--- config.mk ---
export PLATFORM = sky130hd
export DESIGN_NAME = v_hier_qvec_pack_flat
export DESIGN_NICKNAME = d
export VERILOG_FILES = /design/src/rtl/v_hier_qvec_pack_pkg.sv /design/src/rtl/v_hier_qvec_pack_if.sv /design/src/rtl/v_hier_qvec_pack_fifo.sv /design/src/rtl/v_hier_qvec_pack.sv /design/src/flat_wrapper.sv
export SDC_FILE = /design/constraint.sdc
export NUM_CORES = 1
export LEC_CHECK = 0
export ABC_AREA = 1
export ABC_CLOCK_PERIOD_IN_PS = 7100
export CAP_MARGIN = 5
export CORE_MARGIN = 1.5
export CORE_UTILIZATION = 63
export CTS_CLUSTER_DIAMETER = 80
export CTS_CLUSTER_SIZE = 8
export DETAILED_ROUTE_END_ITERATION = 8
export PLACE_DENSITY = 0.86
export SLEW_MARGIN = 25
export SYNTH_ARGS = -nofsm -noshare
export SYNTH_HDL_FRONTEND = slang
export SYNTH_SLANG_ARGS = --single-unit
--- constraint.sdc ---
create_clock -name clk -period 7.1 [get_ports clk]
set_input_delay 1.42 -clock clk [delete_from_list [all_inputs] [get_ports clk]]
set_output_delay 1.42 -clock clk [all_outputs]
set_load 0.01 [all_outputs]
--- src/rtl/v_hier_qvec_pack_pkg.sv ---
// rtl/v_hier_qvec_pack_pkg.sv - shared widths and types for the qvec word packer
package v_hier_pkg;
  localparam int NIB_W         = 4;
  localparam int NIBS_PER_WORD = 8;
  localparam int WORD_W        = NIB_W * NIBS_PER_WORD;
  localparam int PACK_W        = WORD_W - NIB_W;

  typedef logic [NIB_W-1:0]  nib_t;
  typedef logic [WORD_W-1:0] word_t;
endpackage

--- src/rtl/v_hier_qvec_pack_if.sv ---
// rtl/v_hier_qvec_pack_if.sv - nibble input, word output and status bundle of the packer
interface v_hier_qvec_pack_if
  import v_hier_pkg::*;
#(
  parameter int LVL_W = 3
);
  logic             qvec_vld;
  nib_t             qvec;
  logic             flush;
  word_t            out_data;
  logic             out_vld;
  logic             out_rdy;
  logic [LVL_W-1:0] level;
  logic             ovf;

  modport master (
    output qvec_vld, qvec, flush, out_rdy,
    input  out_data, out_vld, level, ovf
  );

  modport slave (
    input  qvec_vld, qvec, flush, out_rdy,
    output out_data, out_vld, level, ovf
  );
endinterface

--- src/rtl/v_hier_qvec_pack_fifo.sv ---
// rtl/v_hier_qvec_pack_fifo.sv - first-word-fall-through word FIFO with push-while-full-and-popping support
module v_hier_word_fifo #(
  parameter int W     = 32,
  parameter int DEPTH = 4,
  parameter int LVL_W = $clog2(DEPTH + 1)
) (
  input  logic             clk,
  input  logic             rst_n,
  input  logic             i_push,
  input  logic [W-1:0]     i_data,
  input  logic             i_pop,
  output logic             o_full,
  output logic             o_empty,
  output logic [LVL_W-1:0] o_level,
  output logic [W-1:0]     o_data
);
  localparam int PTR_W = $clog2(DEPTH);

  logic [W-1:0]     r_mem [DEPTH];
  logic [PTR_W-1:0] r_wr;
  logic [PTR_W-1:0] r_rd;
  logic [LVL_W-1:0] r_level;
  logic             r_vld;
  logic             w_pop;
  logic             w_push;
  logic [LVL_W-1:0] w_level_nxt;

  assign o_full  = (r_level == LVL_W'(DEPTH));
  assign o_empty = !r_vld;
  assign o_level = r_level;
  assign o_data  = r_vld ? r_mem[r_rd] : '0;

  // A pop frees the slot on the same edge, so a full FIFO may still take a push.
  assign w_pop  = i_pop && r_vld;
  assign w_push = i_push && (!o_full || w_pop);

  always_comb begin
    w_level_nxt = r_level;
    if (w_push && !w_pop)      w_level_nxt = r_level + 1'b1;
    else if (w_pop && !w_push) w_level_nxt = r_level - 1'b1;
  end

  always_ff @(posedge clk or negedge rst_n) begin
    if (!rst_n) begin
      r_wr    <= '0;
      r_rd    <= '0;
      r_level <= '0;
      r_vld   <= 1'b0;
    end else begin
      if (w_push) r_wr <= r_wr + 1'b1;
      if (w_pop)  r_rd <= r_rd + 1'b1;
      r_level <= w_level_nxt;
      r_vld   <= (w_level_nxt != '0);
    end
  end

  always_ff @(posedge clk) begin
    if (w_push) r_mem[r_wr] <= i_data;
  end
endmodule

--- src/rtl/v_hier_qvec_pack.sv ---
// rtl/v_hier_qvec_pack.sv - packs valid qvec nibbles LSB-first into words and buffers them for the consumer
module v_hier_qvec_pack
  import v_hier_pkg::*;
#(
  parameter int FIFO_DEPTH = 4,
  parameter int LVL_W      = $clog2(FIFO_DEPTH + 1)
) (
  input  logic               clk,
  input  logic               rst_n,
  v_hier_qvec_pack_if.slave  bus
);
  localparam int CNT_W = $clog2(NIBS_PER_WORD);

  logic [CNT_W-1:0]  r_nib_cnt;
  logic [PACK_W-1:0] r_pack;
  logic              r_ovf;
  logic              w_last;
  logic              w_push;
  logic              w_pop;
  logic              w_full;
  logic              w_empty;
  word_t             w_word;

  assign w_last = (r_nib_cnt == CNT_W'(NIBS_PER_WORD - 1));
  assign w_push = bus.qvec_vld && !bus.flush && w_last;
  assign w_pop  = bus.out_rdy && !w_empty;
  // The final nibble bypasses r_pack so the word is pushed on the edge it arrives.
  assign w_word = {bus.qvec, r_pack};

  always_ff @(posedge clk or negedge rst_n) begin
    if (!rst_n) begin
      r_nib_cnt <= '0;
      r_pack    <= '0;
      r_ovf     <= 1'b0;
    end else if (bus.flush) begin
      r_nib_cnt <= '0;
      r_ovf     <= 1'b0;
    end else begin
      if (bus.qvec_vld) begin
        if (!w_last) r_pack[{r_nib_cnt, 2'b00} +: NIB_W] <= bus.qvec;
        r_nib_cnt <= r_nib_cnt + 1'b1;
      end
      if (w_push && w_full && !w_pop) r_ovf <= 1'b1;
    end
  end

  v_hier_word_fifo #(
    .W     (WORD_W),
    .DEPTH (FIFO_DEPTH),
    .LVL_W (LVL_W)
  ) u_fifo (
    .clk     (clk),
    .rst_n   (rst_n),
    .i_push  (w_push),
    .i_data  (w_word),
    .i_pop   (w_pop),
    .o_full  (w_full),
    .o_empty (w_empty),
    .o_level (bus.level),
    .o_data  (bus.out_data)
  );

  assign bus.out_vld = !w_empty;
  assign bus.ovf     = r_ovf;
endmodule
--- src/flat_wrapper.sv ---
// flat-port wrapper written by rule: the top's interface ports become plain ports
module v_hier_qvec_pack_flat import v_hier_pkg::*;
#(
  parameter int FIFO_DEPTH = 4,
  parameter int LVL_W      = $clog2(FIFO_DEPTH + 1)
)
  (clk, rst_n, bus_qvec_vld, bus_qvec, bus_flush, bus_out_rdy, bus_out_data, bus_out_vld, bus_level, bus_ovf);
  v_hier_qvec_pack_if #(.LVL_W(LVL_W)) bus_i ();
  input  logic clk;
  input  logic rst_n;
  input wire logic [$bits(bus_i.qvec_vld)-1:0] bus_qvec_vld;
  input wire logic [$bits(bus_i.qvec)-1:0] bus_qvec;
  input wire logic [$bits(bus_i.flush)-1:0] bus_flush;
  input wire logic [$bits(bus_i.out_rdy)-1:0] bus_out_rdy;
  output wire logic [$bits(bus_i.out_data)-1:0] bus_out_data;
  output wire logic [$bits(bus_i.out_vld)-1:0] bus_out_vld;
  output wire logic [$bits(bus_i.level)-1:0] bus_level;
  output wire logic [$bits(bus_i.ovf)-1:0] bus_ovf;
  assign bus_i.qvec_vld = bus_qvec_vld;
  assign bus_i.qvec = bus_qvec;
  assign bus_i.flush = bus_flush;
  assign bus_i.out_rdy = bus_out_rdy;
  assign bus_out_data = bus_i.out_data;
  assign bus_out_vld = bus_i.out_vld;
  assign bus_level = bus_i.level;
  assign bus_ovf = bus_i.ovf;
  v_hier_qvec_pack #(.FIFO_DEPTH(FIFO_DEPTH), .LVL_W(LVL_W)) u_core (.clk(clk), .rst_n(rst_n), .bus(bus_i));
endmodule
# Yosys cells after proc, flatten, opt, wreduce, memory -nomap -nowiden

Memories as Yosys holds them, arrays and structs flattened.
Index checks and enable logic that the tools add are counted.

Flip-flop bits (word level): 40
Memory bits (writable): 128
Input bits: 9
Logic and storage cells: 49
Memories: 1

$add $sub $neg: 6
Equal/unequal tests: 2
Shift-type cells: 2
Multiplexer cells: 10
Bitwise logic cells: 2
Reductions and logical operators: 19

Memories:

| name                | words | width | rd ports | clocked after Yosys merged registers in | wr ports | line                        | source |
|---|---|---|---|---|---|---|---|
| u_core.u_fifo.r_mem | 4     | 32    | 1        | 0                                       | 1        | v_hier_qvec_pack_fifo.sv:19 | `logic [W-1:0] r_mem [DEPTH];` |

Operators by type and width:

| kind                                                                    | number |
|---|---|
| 32-bit 2-to-1 mux                                                       | 1 |
| 28-bit bitwise mux                                                      | 1 |
| 4-bit by 7-bit variable shift with 28-bit output (first input constant) | 1 |
| 4-bit by 7-bit variable part select with 28-bit output                  | 1 |
| 3-bit 2-to-1 mux                                                        | 4 |
| 1-bit logical AND                                                       | 9 |
| 5-bit negation with 7-bit output                                        | 1 |
| 3-bit by 1-bit adder with 3-bit output (second input constant)          | 2 |
| 3-bit equality test (second input constant)                             | 2 |
| 1-bit zero test                                                         | 5 |
| 2-bit by 1-bit adder with 2-bit output (second input constant)          | 2 |
| 1-bit 2-to-1 mux                                                        | 4 |
| 2-bit nonzero test                                                      | 2 |
| 3-bit AND reduction                                                     | 1 |
| 3-bit nonzero test                                                      | 1 |
| 3-bit by 1-bit subtractor with 3-bit output (second input constant)     | 1 |
| 1-bit inverter                                                          | 2 |
| 1-bit logical OR                                                        | 1 |

# Longest topological paths before layout

Gate-level depths: netlist of run 1.

Depth in word-level cells: 9
Depth in mapped cells: 9
Depth with buffers taken out: 9

# Cells and area by module

A second synthesis of run 1 with hierarchy kept.

Cells, all modules: 657
Area, all modules: 7179.4 sq um

Modules (own cells, without submodules):

| module           | instances | cells an instance | area an instance (sq um) | seq. area each (sq um) |
|---|---|---|---|---|
| v_hier_word_fifo | 1         | 449               | 5466.5                   | 4043.9 |
| v_hier_qvec_pack | 1         | 208               | 1712.9                   | 800.8 |

# Least setup slack after synthesis of run 1

No wires, ideal clock.

Path type: input to register
Start point: in bus_flush
End point: mem u_core.u_fifo.r_mem[0][0], enable pin
Library setup time: 421 ps
Arrival: 3191 ps
Required time: 6679 ps
Path slack: 3488 ps
Stages on the path: 5
Buffers on the path: 0
Cells stage by stage: inv_2 > nand3_2 > inv_1 > nand2_1 > nor2_1

Longest elaborated chain between the ends: 6

RTL lines:

| what                                   | line                        | source |
|---|---|---|
| start: declaration                     | flat_wrapper.sv:13          | `input wire logic [$bits(bus_i.flush)-1:0] bus_flush;` |
| 1-bit zero test                        | v_hier_qvec_pack.sv:25      | `assign w_push = bus.qvec_vld && !bus.flush && w_last;` |
| 1-bit logical AND (2 in series)        | v_hier_qvec_pack.sv:25      |  |
| 1-bit logical AND                      | v_hier_qvec_pack_fifo.sv:35 | `assign w_push = i_push && (!o_full \|\| w_pop);` |
| 1-bit 2-to-1 mux                       | v_hier_qvec_pack_fifo.sv:58 | `if (w_push) r_mem[r_wr] <= i_data;` |
| 1-bit 2-to-1 mux (implied by the code) | v_hier_qvec_pack_fifo.sv:58 |  |
| end: declaration                       | v_hier_qvec_pack_fifo.sv:19 |  |

Every way passes these cells.

# Final worst setup path of run 1

Start point: reg u_core.u_fifo.r_rd[0]
End point: out bus_out_data[26]

Longest elaborated chain between the ends: 2

RTL lines:

| what                     | line                        | source |
|---|---|---|
| start: declaration       | v_hier_qvec_pack_fifo.sv:21 | `logic [PTR_W-1:0] r_rd;` |
| start signal: assignment | v_hier_qvec_pack_fifo.sv:51 | `if (w_pop) r_rd <= r_rd + 1'b1;` |
| memory 4 x 32 bit        | n/a                         |  |
| 32-bit 2-to-1 mux        | v_hier_qvec_pack_fifo.sv:31 | `assign o_data = r_vld ? r_mem[r_rd] : '0;` |
| end: declaration         | flat_wrapper.sv:15          | `output wire logic [$bits(bus_i.out_data)-1:0] bus_out_data;` |

Every way passes these cells.

==> results of run 1 <==
-- routing by layer --
metal,vias to the layer above,global-route usage [%]
met4,0,10.2
met2,214,43.9
met5,-,0
met1,2212,33.2
met3,25,6.75
li1,2146,-
-- critical path, cell delays in order (launching register included) --
cell and delay, ns:
dfrtp_2 0.41, inv_2 0.66, o21ai_0 0.26, a21oi_1 0.27, clkdlybuf4s50_1 0.58
-- stage by stage --
stage	area (um^2)	hold WS, ns
after floorplan	6980	0.476
after global placement	7530	0.489
after detailed placement	7530	0.497
after CTS	8100	0.521
after global routing	8100	0.541
final	8100	0.512
-- power groups by stage --
stage / clock, mW / sequential, mW / combinational (mW)
floorplan: 0 / 1.15 / 0.596
global placement: 0 / 1.16 / 0.944
detailed placement: 0 / 1.16 / 0.983
CTS: 0.876 / 1.14 / 0.995
global route: 0.914 / 1.15 / 1.09
finish: 0.864 / 1.14 / 0.996
-- how the worst min path moves through the flow --
| stage | startpoint | to | depth (start not counted) |
|---|---|---|---|
| 5_1_grt | u_core.r_pack[6]$_DFFE_PN0P_ | u_core.u_fifo.r_mem[1][6]$_DFFE_PP_ | 0 |
| 3_3_place_gp | u_core.bus.ovf$_DFFE_PN0P_ | u_core.bus.ovf$_DFFE_PN0P_ | 2 |
| 2_1_floorplan | u_core.r_pack[0]$_DFFE_PN0P_ | u_core.u_fifo.r_mem[0][0]$_DFFE_PP_ | 0 |
| 3_5_place_dp | u_core.bus.ovf$_DFFE_PN0P_ | u_core.bus.ovf$_DFFE_PN0P_ | 2 |
| 4_1_cts | u_core.r_pack[0]$_DFFE_PN0P_ | u_core.u_fifo.r_mem[3][0]$_DFFE_PP_ | 0 |
| 6_report | u_core.bus.ovf$_DFFE_PN0P_ | u_core.bus.ovf$_DFFE_PN0P_ | 2 |
-- cell type report --
type / instances / share of cell area (%)
repair buffers: 51 / 6.05
flip-flops and latches: 168 / 59.8
inverters: 32 / 1.50
clock buffers: 25 / 6.39
clock inverters: 7 / 0.649
well taps: 140 / 2.16
multi-input cells: 372 / 23.4
-- placed cells by master, fill, tap and decap left out, types with 14 or more instances in the layout --
master             n
o21ai_1           27
a21oi_1           34
edfxtp_1         128
inv_1             26
dfrtp_1           39
clkdlybuf4s50_1   44
clkbuf_16         19
nor2_1           143
ha_1              14
o21ai_0           68
nand2_1           52
-- cell families after synthesis --
logic type	after synthesis	share of synthesized area (%)
AOI/OAI and AO/OA	131	9.46
xor gates and xnor gates	4	0.502
DFF	168	69.4
buffers and inverters	57	3.55
and+or+nand+nor	223	14.6
adders and majority gates	14	2.51
-- state kept, by name (all words and copies together) (netlist names) --
register	flops
u_core.u_fifo.r_wr	2
u_core.r_nib_cnt	3
u_core.r_pack	28
u_core.u_fifo.r_mem	128
u_core.u_fifo.o_level	3
u_core.bus.ovf	1
u_core.u_fifo.r_rd	2
u_core.u_fifo.r_vld	1
==> out/metrics.yaml, run 1 <==
timing:
  final_hold_viol_count: 0
  fmax_ghz: 0.241
  slew_headroom_pct: 37.9
  rsz0062_at_grt: "no"
  setup_viol: 0
  worst_slack_ns: 2.95
  worst_pin_slew_ns: 0.931
  min_period_over_period_pct: 58.5
  period_minus_slack_ns: 4.15
  report.final.slew_viol_count: 0
  finClkSkew_ns: 0.00773
  final.setup.tns_ns: 0
routing:
  route.met2.wl_um: 7330
  drt_first_pass_iters: 5
  wl_met1_um: 5670
  met3_wirelength_um: 888
  routed_wl_um: 14200
  vias_per_cell: 5.78
  first_iter_violations: 577
  via_count: 4597
  drc: 0
  wl_per_cell_um: 17.8
  dr.max_layer_used: "met4"
  drt.antenna.violating_nets: 0
logic_synthesis:
  synth_ff_type: "edfxtp_1"
  ys_seq_area_share_pct: 69.4
  yosys_warnings: 0
  yosysMostFrequentCell: "nor2_1"
  syn_inst: 597
  yosysTopAreaCellShare_pct: 55.1
  synth_top_cell_by_area: "edfxtp_1"
  synth_cell_types: 28
  avgSynthCellArea_um2: 11.7
  synth_edf_count: 128
  ys_ff_latch: 168
  syn_area_um2: 6980
  synth_nets: 620
  synthTopCellsByCount: "nor2_1 (147), edfxtp_1 (128), o21ai_0 (68), nand2_1 (52), dfrtp_1 (40)"
  synthArstFlopShare_pct: 23.8
  ys_top_cells_by_area: "edfxtp_1 (55%), dfrtp_1 (14%), nor2_1 (7.9%), o21ai_0 (4.9%), nand2_1 (2.8%)"
final_layout:
  fin_util_pct: 74.7
  fillers: 657
  multi_input_area_um2: 1900
  layout.nets: 665
  fin_cells: 795
  area_growth_pct: 16.1
  antenna_cells: 0
  seq_area_um2: 4850
  drive_gt1_share_pct: 9.47
global_routing:
  grt_max_degree: 66
  overflow: 0
  grt_first_pass_wirelength_um: 22600
  grt_usage_pct: 26.3
  antenna_found_initial: 0
  grt_pass1_vias: 4447
worst_hold_path:
  hold_class: "reg -> reg"
floorplan:
  start_util_pct: 64.4
  fp.dieH_um: 108
  dieArea_um2: 11700
  core_area_um2: 10800
  die_w_um: 108
  ios: 46
  core.rowCount: 38
pwr:
  max-vdd-ir-drop_uv: 231
  cellLeakagePower_nw: 3.14
  p_sw_share_pct: 32.3
  pwr-share-comb_pct: 33.2
  powerDensity_nw_per_um2: 371
  power_switching_mw: 0.969
  power_mw: 3.00
  power.internal_mw: 2.03
  p_clk_share_pct: 28.8
  p_seq_share_pct: 38.1
cts:
  cts_resized: 0
  clockBufferDepth: 2
  cts.clk_slew.worst_paths_ns: 0.07
  cts_buffers: 17
  post_cts_buffers: 0
  worst_skew_pair.late_latency_ns: 0.54
  cts_hold_buf: 0
  root_buffer: "clkbuf_8"
  cts.sinks: 168
  htreeDepth: 4
  cts_tree: "yes"
critical_path:
  critPathLaunch: "u_core.u_fifo.r_rd[0]$_DFFE_PN0P_"
  cp-end-kind: "output port"
  worstSetupPathType: "reg -> out"
  crit_fanout: 65
  setup.worst_path.start_class: "register"
  r2r_start: "u_core.r_nib_cnt[0]$_DFFE_PN0P_"
  cp.required_ns: 5.68
  r2r_cells: 7
  worstSetupEndpoint: "bus_out_data[26]"
  reg2reg_to: "u_core.u_fifo.r_mem[1][15]$_DFFE_PP_"
  arrival_ns: 2.73
  r2r_slack_ns: 4.52
place:
  gp_congestion: 0.816
  placed_cells: 763
  hpwl_um: 8370
  port-buffer-count: 45
  dp_slack_ns: 3.53
outcome:
  outcome: "complete, no violations"
job:
  maxCapViolCount: 0
Note: power is estimated with default switching activity, not from simulation.
==> run 2, diff against run 1 <==
- ABC_CLOCK_PERIOD_IN_PS: 7100 -> 4100
- CORE_UTILIZATION: 63 -> 59
- PLACE_DENSITY: 0.86 -> 0.82
- clock period: 7.1 -> 4.1 ns (I/O delays scaled with it)
==> run 2 against run 1 <==
  * Sequential power up 74%
  * Register-to-register slack worse by 3.0 ns
  * Final cell count up 0.50%
  * Design area up 0.40%
  * Critical endpoint is now bus_out_data[17]
  * Count of clock-buffer cells in the layout down 4
==> out/metrics.yaml, run 2 (synthesized netlist as in run 1, its figures left out) <==
outcome:
  outcome: "complete, no violations"
timing:
  finClkSkew_ns: 0.0106  # +0.00282 ns
  setup_viol: 0  # unchanged
  slew_headroom_pct: 35.9  # -2.0 points
  fmax_ghz: 0.281
  final_hold_viol_count: 0  # unchanged
  rsz0062_at_grt: "no"
  period_minus_slack_ns: 3.56
  min_period_over_period_pct: 86.7
  worst_pin_slew_ns: 0.962  # +0.0306 ns
  final.setup.tns_ns: 0  # unchanged
  report.final.slew_viol_count: 0  # unchanged
worst_hold_path:
  hold_class: "reg -> reg"
critical_path:
  cp-end-kind: "output port"
  cp.required_ns: 3.28  # -2.40 ns
  setup.worst_path.start_class: "register"
  arrival_ns: 2.74  # about the same
  crit_fanout: 65  # unchanged
  worstSetupPathType: "reg -> out"
global_routing:
  grt_max_degree: 66  # unchanged
  grt_pass1_vias: 4642  # +4.4%
  top_usage_layer: "met2"
  grtUsageMet2_pct: 41.2  # -2.7 points
  antenna_found_initial: 0  # unchanged
  grt_usage_pct: 24.7  # -1.6 points
  met3_usage_pct: 5.82  # -0.93 points
  grtUsageMet1_pct: 31.1  # -2.1 points
  grt_first_pass_wirelength_um: 23600  # +4.1%
  overflow: 0  # unchanged
floorplan:
  die_w_um: 112  # +3.2%
  dieArea_um2: 12500  # +6.6%
  core.rowCount: 39  # +2.6%
  core_area_um2: 11500  # +5.8%
  fp.dieH_um: 112  # +3.2%
  ios: 46  # unchanged
  start_util_pct: 60.9  # -3.5 points
routing:
  routed_wl_um: 14600  # +3.0%
  first_iter_violations: 416  # -28%
  drc: 0  # unchanged
  vias_per_cell: 5.75  # -0.61%
  drt_first_pass_iters: 5  # unchanged
  wl_per_cell_um: 18.2  # +2.5%
  via_count: 4592  # -0.11%
  drt.antenna.violating_nets: 0  # unchanged
final_layout:
  antenna_cells: 0  # unchanged
  area_growth_pct: 16.5
  final_common_cell: "nor2_1"
  largest_reg_flops: 128  # unchanged
  largest-register: "u_core.u_fifo.r_mem"
  final_cell_mix: "nor2_1 (143), edfxtp_1 (128), o21ai_0 (68)"
  top_regs: "u_core.u_fifo.r_mem x128, u_core.r_pack x28"
  drive_gt1_share_pct: 9.76  # +0.29 points
  layout.nets: 666  # +0.15%
cts:
  cts.sinks: 168  # unchanged
  cts_resized: 0  # unchanged
  worst_skew_pair.late_latency_ns: 0.42  # -0.12 ns
  cts.clk_slew.worst_paths_ns: 0.06  # about the same
  root_buffer: "clkbuf_16"
  htreeDepth: 4  # unchanged
  post_cts_buffers: 0  # unchanged
  cts_tree: "yes"
  cts_buffers: 17  # unchanged
  clockBufferDepth: 2  # unchanged
  cts_hold_buf: 0  # unchanged
place:
  port-buffer-count: 45  # unchanged
  hpwl_um: 8180  # -2.3%
  gp_congestion: 0.854  # +4.6%
job:
  maxCapViolCount: 0  # unchanged
pwr:
  cellLeakagePower_nw: 3.16  # +0.52%
  power_mw: 5.28  # +76%
  powerDensity_nw_per_um2: 649  # +75%
  max-vdd-ir-drop_uv: 466  # +100%
[run 2: changes by cell type in the layout (fill, tap and decap cells not counted), sizes merged]
cell,previous run,this run
inv,34,38
clkinv,5,3
clkinvlp,0,1
clkbuf,25,21
buf,7,8
bufinv,0,1
[run 2: worst paths after layout]
check | start | end | slack (ns) | depth (start not counted)
max reg2reg | u_core.r_nib_cnt[0]$_DFFE_PN0P_ | u_core.u_fifo.r_mem[1][2]$_DFFE_PP_ | 1.48 | 7
min reg2reg | u_core.bus.ovf$_DFFE_PN0P_ | u_core.bus.ovf$_DFFE_PN0P_ | 0.51 | 2
min | u_core.bus.ovf$_DFFE_PN0P_ | u_core.bus.ovf$_DFFE_PN0P_ | 0.51 | 2
max in group asynchronous | rst_n | u_core.u_fifo.r_rd[0]$_DFFE_PN0P_ | 2.95 | 1
min in group asynchronous | rst_n | u_core.r_pack[16]$_DFFE_PN0P_ | 0.53 | 1
max | u_core.u_fifo.r_rd[0]$_DFFE_PN0P_ | bus_out_data[17] | 0.54 | 4
[run 2: cell type report]
class                   instances  area, um^2
clock buffers                  21         483
clock inverters                11         109
fillers                       741        3330
inverters                      32         121
multi-input cells             372        1900
flip-flops and latches        168        4850
well taps                     143         179
repair buffers                 52         498
[run 2: report_power, final]
group	total [mW]	internal, mW	switching [mW]
Sequential	1.98	1.91	0.0731
Combinational	1.72	0.742	0.981
Clock	1.57	0.919	0.653
[run 2: worst max-delay path: stages, from the launching register on]
cell and delay, ns:
dfrtp_2 0.42, inv_2 0.67, o21ai_0 0.28, a21oi_1 0.29, clkdlybuf4s50_1 0.59
[run 2: metrics by stage]
step,std cells,utilization (%),setup slack (ns),hold WS [ns],cell area (um^2)
2_1_floorplan,597,-,0.937,0.476,6980
3_3_place_gp,767,65.8,1.22,0.485,7540
6_report,799,70.9,0.544,0.508,8130
5_1_grt,799,70.9,0.475,0.520,8130
3_5_place_dp,767,65.8,1.13,0.484,7540
4_1_cts,799,70.9,0.608,0.507,8130
[run 2: routing by layer]
layer / wire (um) / vias up
met5: 0 / -
met3: 967 / 29
li1: - / 2155
met1: 5800 / 2229
met4: 265 / 0
met2: 7540 / 179
